$ cat config.mk
export PLATFORM = sky130hd
export DESIGN_NAME = reset_sequencer
export DESIGN_NICKNAME = d
export VERILOG_FILES = /design/src/rtl/reset_sequencer_pkg.sv /design/src/rtl/reset_sync_debounce.sv /design/src/rtl/reset_sequencer.sv
export SDC_FILE = /design/constraint.sdc
export NUM_CORES = 1
export LEC_CHECK = 0
export ABC_AREA = 1
export CORE_MARGIN = 2
export CORE_UTILIZATION = 40
export DETAILED_ROUTE_END_ITERATION = 16
export GPL_TIMING_DRIVEN = 0
export SLEW_MARGIN = 20
export SYNTH_ARGS = -nofsm -noshare
export SYNTH_HDL_FRONTEND = slang
export SYNTH_SLANG_ARGS = --single-unit
$ cat constraint.sdc
create_clock -name clk -period 1.45 [get_ports clk]
set_input_delay 0.29 -clock clk [delete_from_list [all_inputs] [get_ports clk]]
set_output_delay 0.29 -clock clk [all_outputs]
set_load 0.02 [all_outputs]
$ cat src/rtl/reset_sequencer_pkg.sv
// rtl/reset_sequencer_pkg.sv - shared state and reset-cause encodings for reset_sequencer
package reset_sequencer_pkg;

    typedef enum logic [1:0] {
        HOLD    = 2'd0,
        RELEASE = 2'd1,
        RUN     = 2'd2
    } seq_state_t;

    localparam logic [1:0] CAUSE_POR = 2'd0;
    localparam logic [1:0] CAUSE_EXT = 2'd1;
    localparam logic [1:0] CAUSE_WDT = 2'd2;

endpackage

$ cat src/rtl/reset_sync_debounce.sv
// rtl/reset_sync_debounce.sv - 2-FF synchronizer, saturating debounce and one-shot accept for rst_req
module reset_sync_debounce #(
    parameter int DEB_W = 4
) (
    input  logic clk,
    input  logic reset,
    input  logic rst_req,
    output logic accept
);

    localparam logic [DEB_W-1:0] DEB_LAST = '1;

    logic             sync_q1  = 1'b0;
    logic             sync_q2  = 1'b0;
    logic [DEB_W-1:0] deb_cnt  = '0;
    logic             armed    = 1'b1;
    logic             accept_q = 1'b0;
    logic             fire;

    // Fires on the first cycle the level is seen with the counter already saturated,
    // so the request must have persisted 2^DEB_W synchronized cycles.
    assign fire   = sync_q2 && (deb_cnt == DEB_LAST) && armed;
    assign accept = accept_q;

    always_ff @(posedge clk) begin
        if (reset) begin
            sync_q1  <= 1'b0;
            sync_q2  <= 1'b0;
            deb_cnt  <= '0;
            armed    <= 1'b1;
            accept_q <= 1'b0;
        end else begin
            sync_q1  <= rst_req;
            sync_q2  <= sync_q1;
            accept_q <= fire;
            if (!sync_q2) begin
                deb_cnt <= '0;
                armed   <= 1'b1;
            end else begin
                if (deb_cnt != DEB_LAST) begin
                    deb_cnt <= deb_cnt + 1'b1;
                end
                if (fire) begin
                    armed <= 1'b0;
                end
            end
        end
    end

endmodule

$ cat src/rtl/reset_sequencer.sv
// rtl/reset_sequencer.sv - staged reset release with debounced request; watchdog under RESET_SEQ_WDT_EN
module reset_sequencer
    import reset_sequencer_pkg::*;
#(
    parameter int CNT_W     = 8,
    parameter int N_STAGES  = 2,
    parameter int STAGE_GAP = 16,
    parameter int DEB_W     = 4,
    parameter int WDT_W     = 20
) (
    input  logic                clk,
    input  logic                reset,
    input  logic                rst_req,
    input  logic                wdt_en,
    input  logic                wdt_kick,
    output logic [N_STAGES-1:0] rst_out,
    output logic                ready,
    output logic [1:0]          rst_cause
);

    localparam int                GAP_W      = (STAGE_GAP > 1) ? $clog2(STAGE_GAP) : 1;
    localparam logic [GAP_W-1:0]  GAP_LAST   = GAP_W'(STAGE_GAP - 1);
    localparam logic [CNT_W-1:0]  HOLD_LAST  = '1;
    localparam logic [3:0]        STAGE_LAST = 4'(N_STAGES);

    seq_state_t          state     = HOLD;
    logic [CNT_W-1:0]    hold_cnt  = '0;
    logic [GAP_W-1:0]    gap_cnt   = '0;
    logic [3:0]          stage_idx = '0;
    logic [N_STAGES-1:0] rst_q     = '1;
    logic                ready_q   = 1'b0;
    logic [1:0]          cause_q   = CAUSE_POR;

    seq_state_t          state_n;
    logic [CNT_W-1:0]    hold_cnt_n;
    logic [GAP_W-1:0]    gap_cnt_n;
    logic [3:0]          stage_idx_n;
    logic [N_STAGES-1:0] rst_n_v;
    logic                ready_n;
    logic [1:0]          cause_n;

    logic req_accept;
    logic wdt_bite;

    assign rst_out   = rst_q;
    assign ready     = ready_q;
    assign rst_cause = cause_q;

    reset_sync_debounce #(
        .DEB_W(DEB_W)
    ) u_req (
        .clk    (clk),
        .reset  (reset),
        .rst_req(rst_req),
        .accept (req_accept)
    );

`ifdef RESET_SEQ_WDT_EN
    localparam logic [WDT_W-1:0] WDT_LAST = '1;

    logic [WDT_W-1:0] wdt_cnt = '0;

    // A kick in the same cycle as the terminal count wins over the bite.
    assign wdt_bite = (state == RUN) && wdt_en && !wdt_kick && (wdt_cnt == WDT_LAST);

    always_ff @(posedge clk) begin
        if (reset || (state != RUN) || !wdt_en || req_accept || wdt_bite || wdt_kick) begin
            wdt_cnt <= '0;
        end else begin
            wdt_cnt <= wdt_cnt + 1'b1;
        end
    end
`else
    logic unused_wdt;
    assign unused_wdt = wdt_en ^ wdt_kick ^ (WDT_W > 0);
    assign wdt_bite   = 1'b0;
`endif

    always_ff @(posedge clk) begin
        if (reset) begin
            state     <= HOLD;
            hold_cnt  <= '0;
            gap_cnt   <= '0;
            stage_idx <= '0;
            rst_q     <= '1;
            ready_q   <= 1'b0;
            cause_q   <= CAUSE_POR;
        end else begin
            state     <= state_n;
            hold_cnt  <= hold_cnt_n;
            gap_cnt   <= gap_cnt_n;
            stage_idx <= stage_idx_n;
            rst_q     <= rst_n_v;
            ready_q   <= ready_n;
            cause_q   <= cause_n;
        end
    end

    always_comb begin
        state_n     = state;
        hold_cnt_n  = hold_cnt;
        gap_cnt_n   = gap_cnt;
        stage_idx_n = stage_idx;
        rst_n_v     = rst_q;
        ready_n     = ready_q;
        cause_n     = cause_q;

        case (state)
            HOLD: begin
                rst_n_v    = '1;
                ready_n    = 1'b0;
                hold_cnt_n = hold_cnt + 1'b1;
                // Stage 0 drops on the same edge that enters RELEASE.
                if (hold_cnt == HOLD_LAST) begin
                    state_n     = RELEASE;
                    rst_n_v[0]  = 1'b0;
                    gap_cnt_n   = '0;
                    stage_idx_n = 4'd1;
                end
            end
            RELEASE: begin
                if (stage_idx == STAGE_LAST) begin
                    state_n = RUN;
                    ready_n = 1'b1;
                end else if (gap_cnt == GAP_LAST) begin
                    for (int k = 1; k < N_STAGES; k++) begin
                        if (stage_idx == 4'(k)) begin
                            rst_n_v[k] = 1'b0;
                        end
                    end
                    gap_cnt_n   = '0;
                    stage_idx_n = stage_idx + 4'd1;
                end else begin
                    gap_cnt_n = gap_cnt + 1'b1;
                end
            end
            RUN: begin
                ready_n = 1'b1;
            end
            default: begin
                state_n = HOLD;
            end
        endcase

        if (req_accept) begin
            state_n    = HOLD;
            hold_cnt_n = '0;
            rst_n_v    = '1;
            ready_n    = 1'b0;
            cause_n    = CAUSE_EXT;
        end else if (wdt_bite) begin
            state_n    = HOLD;
            hold_cnt_n = '0;
            rst_n_v    = '1;
            ready_n    = 1'b0;
            cause_n    = CAUSE_WDT;
        end
    end

endmodule

Word level (Yosys, flattened, before mapping)
Cells that the tools add are included.

cells by class
  bitwise operators = 2
  reduce and logical (&&, ||, !) cells = 12
  eq/ne operators = 13
  mux-type cells = 18
  $add $sub $neg = 4

operator list
  cell                                                  count
  2-to-1 mux 4 bit                                      6
  case mux 4 bit (2 select lines)                       2
  adder 4 x 1 -> 4 bit (second input constant)          3
  inequality test 2 bit (second input constant)         5
  adder 8 x 1 -> 8 bit (second input constant)          1
  equality test 4 bit (second input constant)           2
  equality test 8 bit (second input constant)           1
  AND reduction 4 bit                                   2
  case mux 2 bit (3 select lines)                       1
  AND reduction 3 bit                                   2
  2-to-1 mux 1 bit                                      5
  equality test 4 x 1 -> 1 bit (second input constant)  1
  equality test 4 x 2 -> 1 bit (second input constant)  1
  2-to-1 mux 2 bit                                      2
  inequality test 4 bit (second input constant)         1
  OR reduction 2 bit                                    2
  case mux 1 bit (3 select lines)                       1
  nonzero test 3 bit                                    1
  equality test 2 x 1 -> 1 bit (second input constant)  1
  equality test 2 bit (second input constant)           1
  logical AND 1 bit                                     2
  logical NOT 2 bit                                     1
  inverter 1 bit                                        2
  case mux 1 bit (2 select lines)                       1
  2 further kinds                                       2

word-level totals
  output and inout bits = 5
  word-level logic and storage cells = 62
  input bits = 5
  register bits = 30

Depth between registers and ports, before layout
Gate-level depths: netlist (run 1).

  depth after elaboration = 5
  gate-level depth with buffers = 11
  mapped depth without buffers = 10

By module
A second synthesis (run 1) with hierarchy kept.

second synthesis, totals
  cell total of the unflattened synthesis = 198
  area, all modules = 1482.7 um2

by module, submodules not included
  module               times used  area an instance (um2)  cells an instance
  reset_sequencer      1           1177.4                  158
  reset_sync_debounce  1           305.3                   40

Least setup slack after synthesis (run 1)
No wires, ideal clock.

  path kind = register to register
  start point = reg state[1]
  end point = reg gap_cnt[1]
  setup time = 0.117 ns
  period minus slack after synthesis = 1.294 ns
  data required time = 1.333 ns
  path buffers = 0
  cell stages (with the launch flop) = 11
  setup slack = 0.156 ns
  data arrival time = 1.177 ns
  path through = dfxtp_1 -> inv_1 -> ha_1 -> inv_2 -> nand2_2 -> nand2_4 -> nand2_4 -> inv_6 -> nand2_1 -> o21ai_2 -> nor2_2

on the way
  longest elaborated chain between the ends = 3
  elaborated cells on any way between the ends = 7
  those cells by class = eq/ne (3); mux (1); reduce/logical (3)

RTL lines
  element                                                                       RTL line                RTL
  start: declaration                                                            reset_sequencer.sv:26   seq_state_t state = HOLD;
  start signal: assignment                                                      reset_sequencer.sv:89   state <= state_n;
  equality test 2 x 1 -> 1 bit / logical NOT 2 bit (equally long branches)      reset_sequencer.sv:108  case (state)
  inequality test 2 bit (no line) / nonzero test 2 bit (equally long branches)  --
  AND reduction 3 bit (no line)                                                 --
  end signal: assignment                                                        reset_sequencer.sv:91   gap_cnt <= gap_cnt_n;
  end: declaration                                                              reset_sequencer.sv:28   logic [GAP_W-1:0] gap_cnt = '0;

Parallel ways exist; a longest one is shown, timed or not.
A chain may end at the register's enable or synchronous reset.

Worst setup path in the final report (run 1)
  start point = reg state[0]
  end point = reg gap_cnt[1]

The elaborated chain is that of the path after synthesis.

==> results of run 1 <==
==> state kept, by name, indices dropped and copies added (netlist names) <==
name and flops:
state 2, ready 1, gap_cnt 4, u_req.armed 1, u_req.sync_q1 1, stage_idx 4
u_req.deb_cnt 4, hold_cnt 8, u_req.sync_q2 1, rst_cause 1, rst_out 2, u_req.accept 1
==> cells by family after synthesis <==
logic type      after synthesis  synth area share
simple gates                 94             0.307
flops                        30             0.408
compound gates               28             0.110
buf+inv                      28            0.0841
fa+ha+maj                     9            0.0765
xor+xnor                      2            0.0119
other cells                   1           0.00255
==> per-stage QoR <==
stage                     hold WS (ns)  total power, mW   TNS, ns
after floorplan                  0.388            0.898         0
after global placement           0.399            0.909   -0.0661
after detailed placement         0.396            0.910    -0.135
after CTS                        0.285             1.55         0
after global routing             0.301             1.58  -0.00954
final                            0.292             1.52         0
==> per-layer routing <==
metal	share of wire	track usage	wire, µm
met3	0.032	0.0573	81
met1	0.49	0.157	1220
met5	0	0	0
met2	0.45	0.216	1140
met4	0.028	0.0957	69
==> worst min path at each step <==
stage	start	to	slack, ns
floorplan	u_req.sync_q1	u_req.sync_q2	0.39
global placement	u_req.sync_q1	u_req.sync_q2	0.40
detailed placement	u_req.sync_q1	u_req.sync_q2	0.40
CTS	reset	gap_cnt[3]	0.28
global route	reset	gap_cnt[3]	0.30
finish	reset	gap_cnt[3]	0.29
==> layout make-up <==
class,instances,area [µm²],share of cell area
multi-input combinational,134,772,0.453
sequential,30,607,0.356
tap,48,60.1,0.0352
timing repair buffer,7,60.1,0.0352
buffer,4,28.8,0.0169
inverter,24,97.6,0.0573
clock buffer,5,68.8,0.0404
clock inverter,2,10.0,0.00587
==> power groups by stage <==
stage / Clock (mW) / Combinational, mW / Sequential, mW
after floorplan: 0 / 0.0393 / 0.859
after global placement: 0 / 0.0488 / 0.860
after detailed placement: 0 / 0.0490 / 0.861
after CTS: 0.654 / 0.0493 / 0.843
after global routing: 0.683 / 0.0562 / 0.845
final: 0.631 / 0.0485 / 0.844
==> timing repair <==
item,in CTS,in global routing
setup buffers,0,2
endpoints found under the setup margin,12,9
resized for setup,5,13
endpoints found under the hold margin,0,0
pin swaps,0,1
==> cell usage in the layout, fill, tap and decap left out, drive strengths merged <==
cell type and instances:
nand3 11, clkdlybuf4s50 1, nand4 3, nor2 30, nand2 48, o21ai 9
dlygate4sd2 4, buf 6, a21oi 15, inv 24, a211oi 1, a31oi 2
clkinv 2, dfxtp 30, clkbuf 5, o31ai 1, ha 9, conb 1
nor3 1, xor2 2, nor3b 1
==> critical path: stages (launching register included) <==
cell and delay [ns]:
dfxtp_2 0.33, inv_2 0.05, ha_1 0.19, buf_6 0.13, buf_4 0.15, nand2_8 0.09
nand2_4 0.08, inv_6 0.08, nand2_1 0.06, o21ai_2 0.06, nor2_2 0.04
==> impl_metrics.ini, run 1 <==
[run_status]
outcome = complete, no violations

[global_routing]
grt_pass1_wl_um = 4320
grt-ovfl-total = 0
antenna_found_initial = 0
global_route.usage.total = 0.140
grt_max_degree = 11
first_global_vias = 991

[logic_synthesis]
synth_edf_count = 0
synth_area_leader_cell = dfxtp_1
syn_nets = 206
yosysMostFrequentCell = nand2_1
synth_commonest_cells = nand2_1, dfxtp_1, nor2_1, inv_1, a21oi_1
yosys.cell_types.count = 29
avgSynthCellArea_um2 = 7.67
synth_area_leaders = dfxtp_1, nand2_1, ha_1, nor2_1, inv_1
synth_seq_cells = 30
synthCells = 192
synth_ff_type = dfxtp_1
netlist.area_leader.share = 0.408
yosysWarningCount = 0
synth_area_um2 = 1470
ys_async_sr_fraction = 0
yosysSeqAreaShare = 0.408

[finish]
fillers = 359
design_area_um2 = 1700
drive_above_1_share = 0.233
n_antenna_cell = 0
nets = 220
synthToLayoutAreaGrowth_pct = 15.7
fin_util = 0.473
instances_no_fill = 254

[setup_path]
setup.worst_path.start_class = register
endpoint_kind = register
cp_max_fo = 7
ff2ff_path_depth = 10
critPathRequiredTime_ns = 1.63
r2r_setup_slack_ns = 0.09
reg2reg_to = gap_cnt[1]
endpoint = gap_cnt[1]
worstReg2RegStart = state[0]
crit_arrival_ns = 1.54
startpoint = state[0]
setup.worst_path.class = reg -> reg

[placed_design]
placed_cells = 245
dp_hpwl_um = 1810
pre_cts_slack_ns = -0.0631
placed_area_um2 = 1580
gp_congestion = 0.737
portBuffers = 5

[cts]
path_clk_slew_ns = 0.06
cts_buffers = 5
holdBufCountCts = 0
cts_tree = yes
clkSinkCount = 30
cts_buffer_depth = 2
h-tree-depth = 2
root_buffer = clkbuf_8
clk_latency_ns = 0.29

[floorplanning]
die_h_um = 64.7
die_x_um = 64.7
dieArea_um2 = 4180
coreArea_um2 = 3610
start_util = 0.408
rows = 22
io_pins = 10

[timing]
layout_min_cycle_time_ns = 1.36
setup_viol = 0
fmax_mhz = 736
finalMaxSlewViolations = 0
rsz0062_at_grt = true
fin_crit_sh = 0.937
fin_ws_ns = 0.0910
skew_ns = 0.00665
hold_violations = 0

[drt]
drt_iter0_drc = 29
antenna_left = 0
num_vias = 1146
drc = 0
totalWireLength_um = 2500
wire_per_inst_um = 9.86
firstDrtPassIters = 4
avgViaCountPerCell = 4.51

[pwr]
ir_worst_vdd_mv = 0.669
seq_power_share = 0.554
power.switching_uw = 348
swShare = 0.228
powerDensity_nw_per_um2 = 894
combPwrFrac = 0.032
power.leakage_nw = 0.683
intPower_mw = 1.18
pwr-share-clk = 0.414

[min_path]
min_path_cells = 2
hp-class = in -> reg

[flow_run]
max_cap_violations = 0
(Power assumes the default switching activity.)
==> run 2: changes to the inputs <==
--- a/config.mk
+++ b/config.mk
@@ -9,7 +9,7 @@
 export CORE_MARGIN = 2
 export CORE_UTILIZATION = 40
 export DETAILED_ROUTE_END_ITERATION = 16
-export GPL_TIMING_DRIVEN = 0
+export GPL_TIMING_DRIVEN = 1
 export SLEW_MARGIN = 20
 export SYNTH_ARGS = -nofsm -noshare
 export SYNTH_HDL_FRONTEND = slang
==> run 2 against run 1 <==
Compared with the run above:
- utilization up 2.4 points
- maximum frequency up 1.6%
- via count up 4.7%
- highest routed layer unchanged
==> impl_metrics.ini, run 2 (synthesized netlist as in run 1, its figures left out) <==
[floorplanning]
die_h_um = 64.7
dieArea_um2 = 4180
start_util = 0.408
rows = 22
io_pins = 10
coreArea_um2 = 3610
die_x_um = 64.7

[finish]
final_common_cell = nand2_1
fillers = 355
synthToLayoutAreaGrowth_pct = 21.6
top_register = hold_cnt
largest_register_ffs = 8
drive_above_1_share = 0.231
nets = 231
n_antenna_cell = 0
layout_common_cells = nand2_1, dfxtp_1, nor2_1

[global_routing]
grt_busiest_layer = met2
use_met3 = 0.0521
grt_pass1_wl_um = 4650
antenna_found_initial = 0
grtUsageMet1 = 0.173
grt_max_degree = 10
global_route.usage.total = 0.147
grt-ovfl-total = 0
first_global_vias = 1107
met2_usage = 0.229

[drt]
firstDrtPassIters = 4
avgViaCountPerCell = 4.55
totalWireLength_um = 2510
drt_iter0_drc = 35
antenna_left = 0
num_vias = 1200
wire_per_inst_um = 9.49
drc = 0

[cts]
root_buffer = clkbuf_8
h-tree-depth = 2
path_clk_slew_ns = 0.06
cts_buffer_depth = 2
cts_tree = yes
cts_buffers = 5
clkSinkCount = 30
clk_latency_ns = 0.28

[setup_path]
endpoint_kind = register
crit_arrival_ns = 1.52
ff2ff_path_depth = 7
setup.worst_path.class = reg -> reg
critPathRequiredTime_ns = 1.63
worstReg2RegStart = state[1]
endpoint = ready
startpoint = state[1]
cp_max_fo = 7
setup.worst_path.start_class = register
reg2reg_to = ready
r2r_setup_slack_ns = 0.11

[timing]
fmax_mhz = 748
rsz0062_at_grt = false
layout_min_cycle_time_ns = 1.34
hold_violations = 0
setup-tns-final_ns = 0
fin_ws_ns = 0.113
finalMaxSlewViolations = 0
fin_crit_sh = 0.922
fin_hold_ws_ns = 0.402
setup_viol = 0
skew_ns = 0.00284

[run_status]
outcome = complete, no violations

[pwr]
power.leakage_nw = 0.731
powerDensity_nw_per_um2 = 873
ir_worst_vdd_mv = 0.482
power.total_mw = 1.56

[placed_design]
portBuffers = 6
pre_cts_slack_ns = -0.108
dp_hpwl_um = 1890
gp_congestion = 0.722

[flow_run]
max_cap_violations = 0

[min_path]
hp-class = reg -> reg
run 2: changes by cell type in the layout (fill, tap and decap cells not counted), moves of 2 or more:
cell,previous run,this run
buf_2,2,0
buf_4,3,16
clkinv_2,2,0
dfxtp_1,25,29
dfxtp_2,5,1
ha_4,0,2
nor2_1,24,26
nor2_2,4,2
run 2: what timing repair did:
item / 4_1_cts / 5_1_grt
endpoints found under the setup margin: 15 / 10
cloned: 0 / 0
gates resized for setup: 7 / 4
setup buffers: 0 / 2
pin swaps: 0 / 1
hold buffers: 0 / 0
run 2: routing by layer:
| layer | up-vias | wire length (µm) |
|---|---|---|
| li1 | 663 | - |
| met1 | 508 | 1190 |
| met2 | 23 | 1130 |
| met3 | 6 | 108 |
| met4 | 0 | 72 |
| met5 | - | 0 |
run 2: worst max-delay path, cell delays in order, from the launching register on:
cell and delay (ns):
dfxtp_1 0.34, inv_2 0.08, ha_4 0.19, buf_4 0.14
o31ai_1 0.30, nand2_1 0.09, nand2_1 0.07, nor2_1 0.04
run 2: area by class of cell:
cell class,instances,area [µm²],share of cell area
clock buffers,6,82.6,0.0461
flip-flops and latches,30,602,0.336
repair buffers,22,175,0.0978
well taps,48,60.1,0.0335
multi-input cells,134,776,0.433
inverters,24,95.1,0.0531
run 2: stage by stage:
stage | cell area (µm²) | util | cells
floorplan | 1470 | - | 192
global placement | 1670 | 0.463 | 256
detailed placement | 1670 | 0.463 | 256
CTS | 1760 | 0.489 | 262
global route | 1790 | 0.497 | 264
finish | 1790 | 0.497 | 264
run 2: power breakdown:
group | internal (mW) | switching (mW)
clock network | 0.365 | 0.291
logic | 0.0316 | 0.0334
registers | 0.836 | 0.00629
run 2: how the worst min path moves through the flow:
| stage | from | to | slack, ns | cells past startpoint |
|---|---|---|---|---|
| floorplan | u_req.sync_q1 | u_req.sync_q2 | 0.39 | 2 |
| global placement | u_req.sync_q1 | u_req.sync_q2 | 0.39 | 2 |
| detailed placement | u_req.sync_q1 | u_req.sync_q2 | 0.40 | 2 |
| CTS | u_req.sync_q1 | u_req.sync_q2 | 0.41 | 2 |
| global route | u_req.sync_q1 | u_req.sync_q2 | 0.43 | 2 |
| finish | u_req.sync_q1 | u_req.sync_q2 | 0.40 | 2 |
==> run 3: changes to the inputs <==
--- a/config.mk
+++ b/config.mk
@@ -8,6 +8,7 @@
 export ABC_AREA = 1
 export CORE_MARGIN = 2
 export CORE_UTILIZATION = 40
+export CTS_CLUSTER_SIZE = 16
 export DETAILED_ROUTE_END_ITERATION = 16
 export GPL_TIMING_DRIVEN = 1
 export SLEW_MARGIN = 20
==> results of run 3 <==
Final layout, timing and power as in run 2 (identical DEF).
